===== config.mk =====
export PLATFORM = sky130hd
export DESIGN_NAME = pwm_timer
export DESIGN_NICKNAME = d
export VERILOG_FILES = /design/src/rtl/pwm_timer.sv
export SDC_FILE = /design/constraint.sdc
export NUM_CORES = 1
export LEC_CHECK = 0
export BUFFER_PORTS_ARGS = -buffer_cell sky130_fd_sc_hd__buf_2
export CAP_MARGIN = 15
export CORE_ASPECT_RATIO = 1.25
export CORE_MARGIN = 5
export CORE_UTILIZATION = 45
export DETAILED_ROUTE_END_ITERATION = 12
export SETUP_SLACK_MARGIN = 0.4
export SLEW_MARGIN = 20
export SYNTH_ARGS = -nofsm -noshare
export SYNTH_HDL_FRONTEND = slang
export SYNTH_SLANG_ARGS = --single-unit

===== constraint.sdc =====
create_clock -name i_clk -period 13.7 [get_ports i_clk]
set_clock_uncertainty 0.2 [all_clocks]
set_input_delay 2.74 -clock i_clk [delete_from_list [all_inputs] [get_ports i_clk]]
set_output_delay 2.74 -clock i_clk [all_outputs]
set_load 0.01 [all_outputs]

===== src/rtl/pwm_timer.sv =====
// pwm_timer
// ---------------------------------------------------------------------------
// Register-write consumer for the SPI command decoder. It holds an 8-bit
// prescale divider (addr 0) and a CNT_W-bit compare value (addr 1), and
// produces a PWM waveform from a free-running period counter.
//
// The write bus is a level-held bus from another clock domain. It is
// synchronised into i_clk here, and each new write is turned into exactly
// one internal commit.
//
// Ports:
//   i_clk         system clock
//   i_rst_n       asynchronous reset, active HIGH (legacy name)
//   i_data[15:0]  write data, held stable between writes
//   i_addr        0 = divider, 1 = compare
//   i_we          write-valid level (not a pulse)
//   o_pwm         registered PWM output, high while count < o_cmp
//   o_period_end  one-cycle pulse on the cycle after the counter wraps
//   o_div[7:0]    current divider value
//   o_cmp         active compare value (loaded from the shadow at wrap)
//
// Write-bus semantics: there is no ready, and there is no pulse. A write is
// the bus contents {addr, data} held with i_we=1. A commit fires once the
// synchronised contents have been stable for two consecutive cycles and differ
// from the last committed snapshot. A commit also fires if i_we has been low
// since the last commit. The commit then disarms until one of those two
// conditions occurs again.
// ---------------------------------------------------------------------------
module pwm_timer #(
    parameter int                CNT_W       = 16,
    parameter logic [CNT_W-1:0]  PERIOD_MAX  = 16'hFFFF,
    parameter int                SYNC_STAGES = 2
) (
    input  logic             i_clk,
    input  logic             i_rst_n,
    input  logic [15:0]      i_data,
    input  logic             i_addr,
    input  logic             i_we,
    output logic             o_pwm,
    output logic             o_period_end,
    output logic [7:0]       o_div,
    output logic [CNT_W-1:0] o_cmp
);

    localparam int SNAP_W = 17;          // {addr, data}
    localparam int BUS_W  = SNAP_W + 1;  // {we, addr, data}

    // Synchroniser chain and write-detection state
    logic [SYNC_STAGES-1:0][BUS_W-1:0] sync_q;
    logic [SNAP_W-1:0]                 snap_d_q;
    logic [SNAP_W-1:0]                 last_q, last_d;
    logic                              armed_q, armed_d;

    // Timer state
    logic [7:0]       div_q, div_d;
    logic [7:0]       presc_q, presc_d;
    logic [CNT_W-1:0] shadow_q, shadow_d;
    logic [CNT_W-1:0] cmp_q, cmp_d;
    logic [CNT_W-1:0] cnt_q, cnt_d;
    logic             pe_q, pe_d;
    logic             pwm_q, pwm_d;

    // Synchronised view of the bus
    logic              we_s;
    logic [SNAP_W-1:0] snap_s;
    logic              commit;
    logic              commit_div;
    logic              commit_cmp;
    logic              tick;
    logic              wrap;

    assign we_s   = sync_q[SYNC_STAGES-1][BUS_W-1];
    assign snap_s = sync_q[SYNC_STAGES-1][SNAP_W-1:0];

    // Stable for two cycles guards against sampling a bus that is mid-change,
    // since the synchroniser flops of individual bits may resolve on
    // different cycles.
    assign commit     = armed_q & we_s & (snap_s == snap_d_q);
    assign commit_div = commit & ~snap_s[SNAP_W-1];
    assign commit_cmp = commit &  snap_s[SNAP_W-1];

    assign tick = (presc_q == div_q);
    assign wrap = tick & (cnt_q == PERIOD_MAX);

    always_comb begin
        last_d   = last_q;
        armed_d  = armed_q;
        div_d    = div_q;
        presc_d  = presc_q;
        shadow_d = shadow_q;
        cmp_d    = cmp_q;
        cnt_d    = cnt_q;
        pe_d     = 1'b0;
        pwm_d    = (cnt_q < cmp_q);

        // Write detection. The commit has priority over re-arming, so
        // that one stable snapshot yields only one commit.
        if (commit) begin
            armed_d = 1'b0;
            last_d  = snap_s;
        end else if (!we_s || (snap_s != last_q)) begin
            armed_d = 1'b1;
        end

        // Prescaler. A divider commit restarts it even on a tick cycle.
        if (commit_div) begin
            div_d   = snap_s[7:0];
            presc_d = 8'd0;
        end else if (tick) begin
            presc_d = 8'd0;
        end else begin
            presc_d = presc_q + 8'd1;
        end

        if (commit_cmp) begin
            shadow_d = snap_s[CNT_W-1:0];
        end

        // Period counter. On a wrap, the active compare loads the shadow
        // value from before this edge. A compare commit on the same edge
        // therefore takes effect at the next wrap.
        if (tick) begin
            if (wrap) begin
                cnt_d = '0;
                cmp_d = shadow_q;
                pe_d  = 1'b1;
            end else begin
                cnt_d = cnt_q + 1'b1;
            end
        end
    end

    always_ff @(posedge i_clk or posedge i_rst_n) begin
        if (i_rst_n) begin
            sync_q   <= '0;
            snap_d_q <= '0;
            last_q   <= '0;
            armed_q  <= 1'b1;
            div_q    <= '0;
            presc_q  <= '0;
            shadow_q <= '0;
            cmp_q    <= '0;
            cnt_q    <= '0;
            pe_q     <= 1'b0;
            pwm_q    <= 1'b0;
        end else begin
            sync_q[0] <= {i_we, i_addr, i_data};
            for (int i = 1; i < SYNC_STAGES; i++) begin
                sync_q[i] <= sync_q[i-1];
            end
            snap_d_q <= snap_s;
            last_q   <= last_d;
            armed_q  <= armed_d;
            div_q    <= div_d;
            presc_q  <= presc_d;
            shadow_q <= shadow_d;
            cmp_q    <= cmp_d;
            cnt_q    <= cnt_d;
            pe_q     <= pe_d;
            pwm_q    <= pwm_d;
        end
    end

    assign o_pwm        = pwm_q;
    assign o_period_end = pe_q;
    assign o_div        = div_q;
    assign o_cmp        = cmp_q;

endmodule


==> results.py <==
metrics = {
    "detailed_routing": {
        "ant_nets": 0,
        "vias_per_cell": 4.91,
        "drc": 0,
        "wirelength_mm": 10.2,
        "vias": 3154,
        "firstDrtPassIters": 4,
        "wl_per_cell_um": 15.8,
        "drtIter0Drc": 105,
    },
    "worst_setup_path": {
        "crit_path_start_kind": "register",
        "crit_path_end_kind": "primary output",
        "r2r_slack_ps": 10640,
        "reg2reg_from": "snap_s[6]",
        "cp_top_family": "flip-flops",
        "worstSetupStartpoint": "o_div[2]",
        "arrival_ps": 990,
        "path_cells": "buf_2",
        "slowest_stage": "dfrtp_1",
        "critPathBufInv": 1,
        "worstSetupPathDepth": 1,
        "timing.setup.critical_path_class": "register to primary output",
        "crit_path_end": "o_div[2]",
        "worstRegToRegCells": 5,
        "cp_max_fo": 3,
        "cp_slowest_stage_delay_ps": 420,
        "critPathRequiredTime_ps": 10760,
        "r2r-end": "shadow_q[6]",
    },
    "clock_network": {
        "root_buffer": "clkbuf_16",
        "post_cts_resized": 0,
        "htree_levels": 4,
        "clk_pin_slew_ps": 60,
        "cts_tree": "built",
        "cts_setup_buffers": 0,
        "clk_latency_ps": 410,
        "cts_buffers": 17,
        "hold_buffers": 0,
        "clock_sinks": 137,
        "cts.path.max_buffers": 2,
    },
    "floorplan": {
        "dieArea_um2": 15000,
        "start_util_pct": 45.3,
        "io_pins": 46,
        "die_w_um": 111,
        "core-area_um2": 12500,
        "chipHeight_um": 136,
        "placementRows": 46,
    },
    "timing": {
        "finalCritPeriodShare_pct": 28.7,
        "fmax_mhz": 255,
        "slew_viol_final": 0,
        "hold_slack_ps": 147,
        "setup_violations": 0,
        "grt_setup_unrepaired": "no",
        "relSlewSlack_pct": 35.8,
        "fin_tns_setup_ps": 0,
        "hold_violations": 0,
        "period_needed_ps": 3930,
        "worstMarginPinSlew_ps": 960,
    },
    "synthesis": {
        "synth_compound_area_share_pct": 3.23,
        "synth-xor-area-share_pct": 8.78,
        "synth.yosys.warnings": 0,
        "synth_mux_area_share_pct": 12.0,
        "ys_async_sr_fraction_pct": 100,
        "synth_edf_count": 0,
        "synth.area.top_cells": "dfrtp_1 (60%), mux2_2 (7.5%), xor2_1 (5.5%)",
        "syn_avg_cell_area_um2": 14.1,
        "synth_top_family_by_area": "multiplexers",
        "syn-num-nets": 440,
        "yosysSeqAreaShare_pct": 60.3,
        "synth-main-ff-cell": "dfrtp_1",
        "yosys.area.top_type": "dfrtp_1",
        "synth_top_area_share_pct": 59.8,
        "synth-simple-area-share_pct": 9.50,
        "synth-seq-cells": 137,
        "yosys.area_share.adder_pct": 3.74,
        "synthesis.instances": 403,
        "synth_cell_types": 44,
        "netlist_area_um2": 5690,
    },
    "global_route": {
        "grt_pass1_vias": 3415,
        "grt_usage_pct": 15.0,
        "antenna_found_initial": 0,
        "grt-ovfl-total": 0,
        "grt_pass1_wl_mm": 17.6,
        "grt_start_max_net_pins": 83,
    },
    "final_layout": {
        "stdcell_count": 643,
        "synthToLayoutAreaGrowth_pct": 17.7,
        "final-seq-area_um2": 3430,
        "fin_nets": 499,
        "num_antenna_cells": 0,
        "multi_input_area_um2": 2120,
        "drive_above_1_share_pct": 29.5,
        "final_area_um2": 6690,
        "final_cell_mix": "dfrtp_1 (136), buf_2 (45), mux2_2 (38)",
        "final_util_pct": 53.3,
        "final_common_cell": "dfrtp_1",
        "fillCellCount": 1097,
    },
    "place": {
        "place_congestion": 0.802,
        "place_inst": 611,
        "io_buffers": 45,
        "dp_hpwl_mm": 7.08,
        "dpl_cell_area_um2": 6080,
    },
    "pwr": {
        "powerDensity_nw_per_um2": 151,
        "swShare_pct": 24.6,
        "switchingPower_mw": 0.249,
        "ir_worst_vdd_mv": 0.0662,
        "intPower_mw": 0.764,
        "combPwrFrac_pct": 9.9,
        "clkPwrFrac_pct": 45.8,
        "seq_power_share_pct": 44.4,
        "p_leak_nw": 3.24,
    },
    "run_status": {
        "status": "finished clean",
    },
    "run": {
        "cap_violations": 0,
    },
    "min_path": {
        "hold_class": "register to register",
    },
}
cell usage after synthesis, types with 3 or more instances:
master	instances
dfrtp_1	136
nor4_1	6
mux2_4	9
ha_1	17
inv_1	21
mux2_2	38
nand3_1	11
and3_1	5
xor2_1	36
nor2_1	6
o211ai_1	3
buf_6	3
nand4_1	11
o21ai_0	6
nand2_1	10
xnor2_1	21
a21oi_1	10
mux2_1	9
nor3_1	11
per-layer routing:
layer	global-route usage (%)	routed length, um	vias to the layer above
met5	0	0	-
met4	5.54	78	0
met3	4.11	280	6
met2	25.5	5270	49
met1	18.4	4540	1569
li1	-	-	1530
sequential cells by signal (all words and copies together) (netlist names):
signal / count
sync_q: 19
last_q: 17
snap_d_q: 17
snap_s: 17
cnt_q: 16
o_cmp: 16
shadow_q: 16
o_div: 8
presc_q: 8
armed_q: 1
o_period_end: 1
o_pwm: 1
cells by family after synthesis:
logic type | Yosys count
multiplexers | 58
flip-flops | 137
XOR/XNOR | 57
adder cells (fa/ha/maj) | 17
AO/OA/AOI/OAI | 27
AND/OR/NAND/NOR | 80
buffers and inverters | 27
final cells by class:
| type | instances | area share (%) |
|---|---|---|
| Clock inverter | 13 | 2.52 |
| Clock buffer | 19 | 6.62 |
| Sequential cell | 137 | 51.2 |
| Timing Repair Buffer | 46 | 3.53 |
| Inverter | 21 | 1.25 |
| Multi-Input combinational cell | 239 | 31.7 |
| Tap cell | 168 | 3.14 |
metrics by stage:
step | worst slack (ps) | total power, mW
6_report | 9770 | 1.01
3_3_place_gp | 9230 | 0.555
3_5_place_dp | 9190 | 0.558
4_1_cts | 9630 | 1.03
5_1_grt | 9740 | 1.06
2_1_floorplan | 7090 | 0.528
worst min-delay path by stage:
stage,cells after the start,to,startpoint
floorplan,0,snap_s[0],sync_q[0]
global placement,0,snap_s[9],sync_q[9]
detailed placement,0,snap_s[14],sync_q[14]
CTS,0,snap_s[14],sync_q[14]
global route,0,snap_s[15],sync_q[15]
finish,0,sync_q[35],sync_q[17]
power groups by stage:
stage / clock network, mW / logic, mW / registers (mW)
final: 0.464 / 0.0999 / 0.450
after global routing: 0.490 / 0.116 / 0.453
after CTS: 0.474 / 0.103 / 0.450
after detailed placement: 0 / 0.101 / 0.457
after global placement: 0 / 0.0992 / 0.456
after floorplan: 0 / 0.0779 / 0.450
No activity file was read; power rests on OpenSTA's default activity.
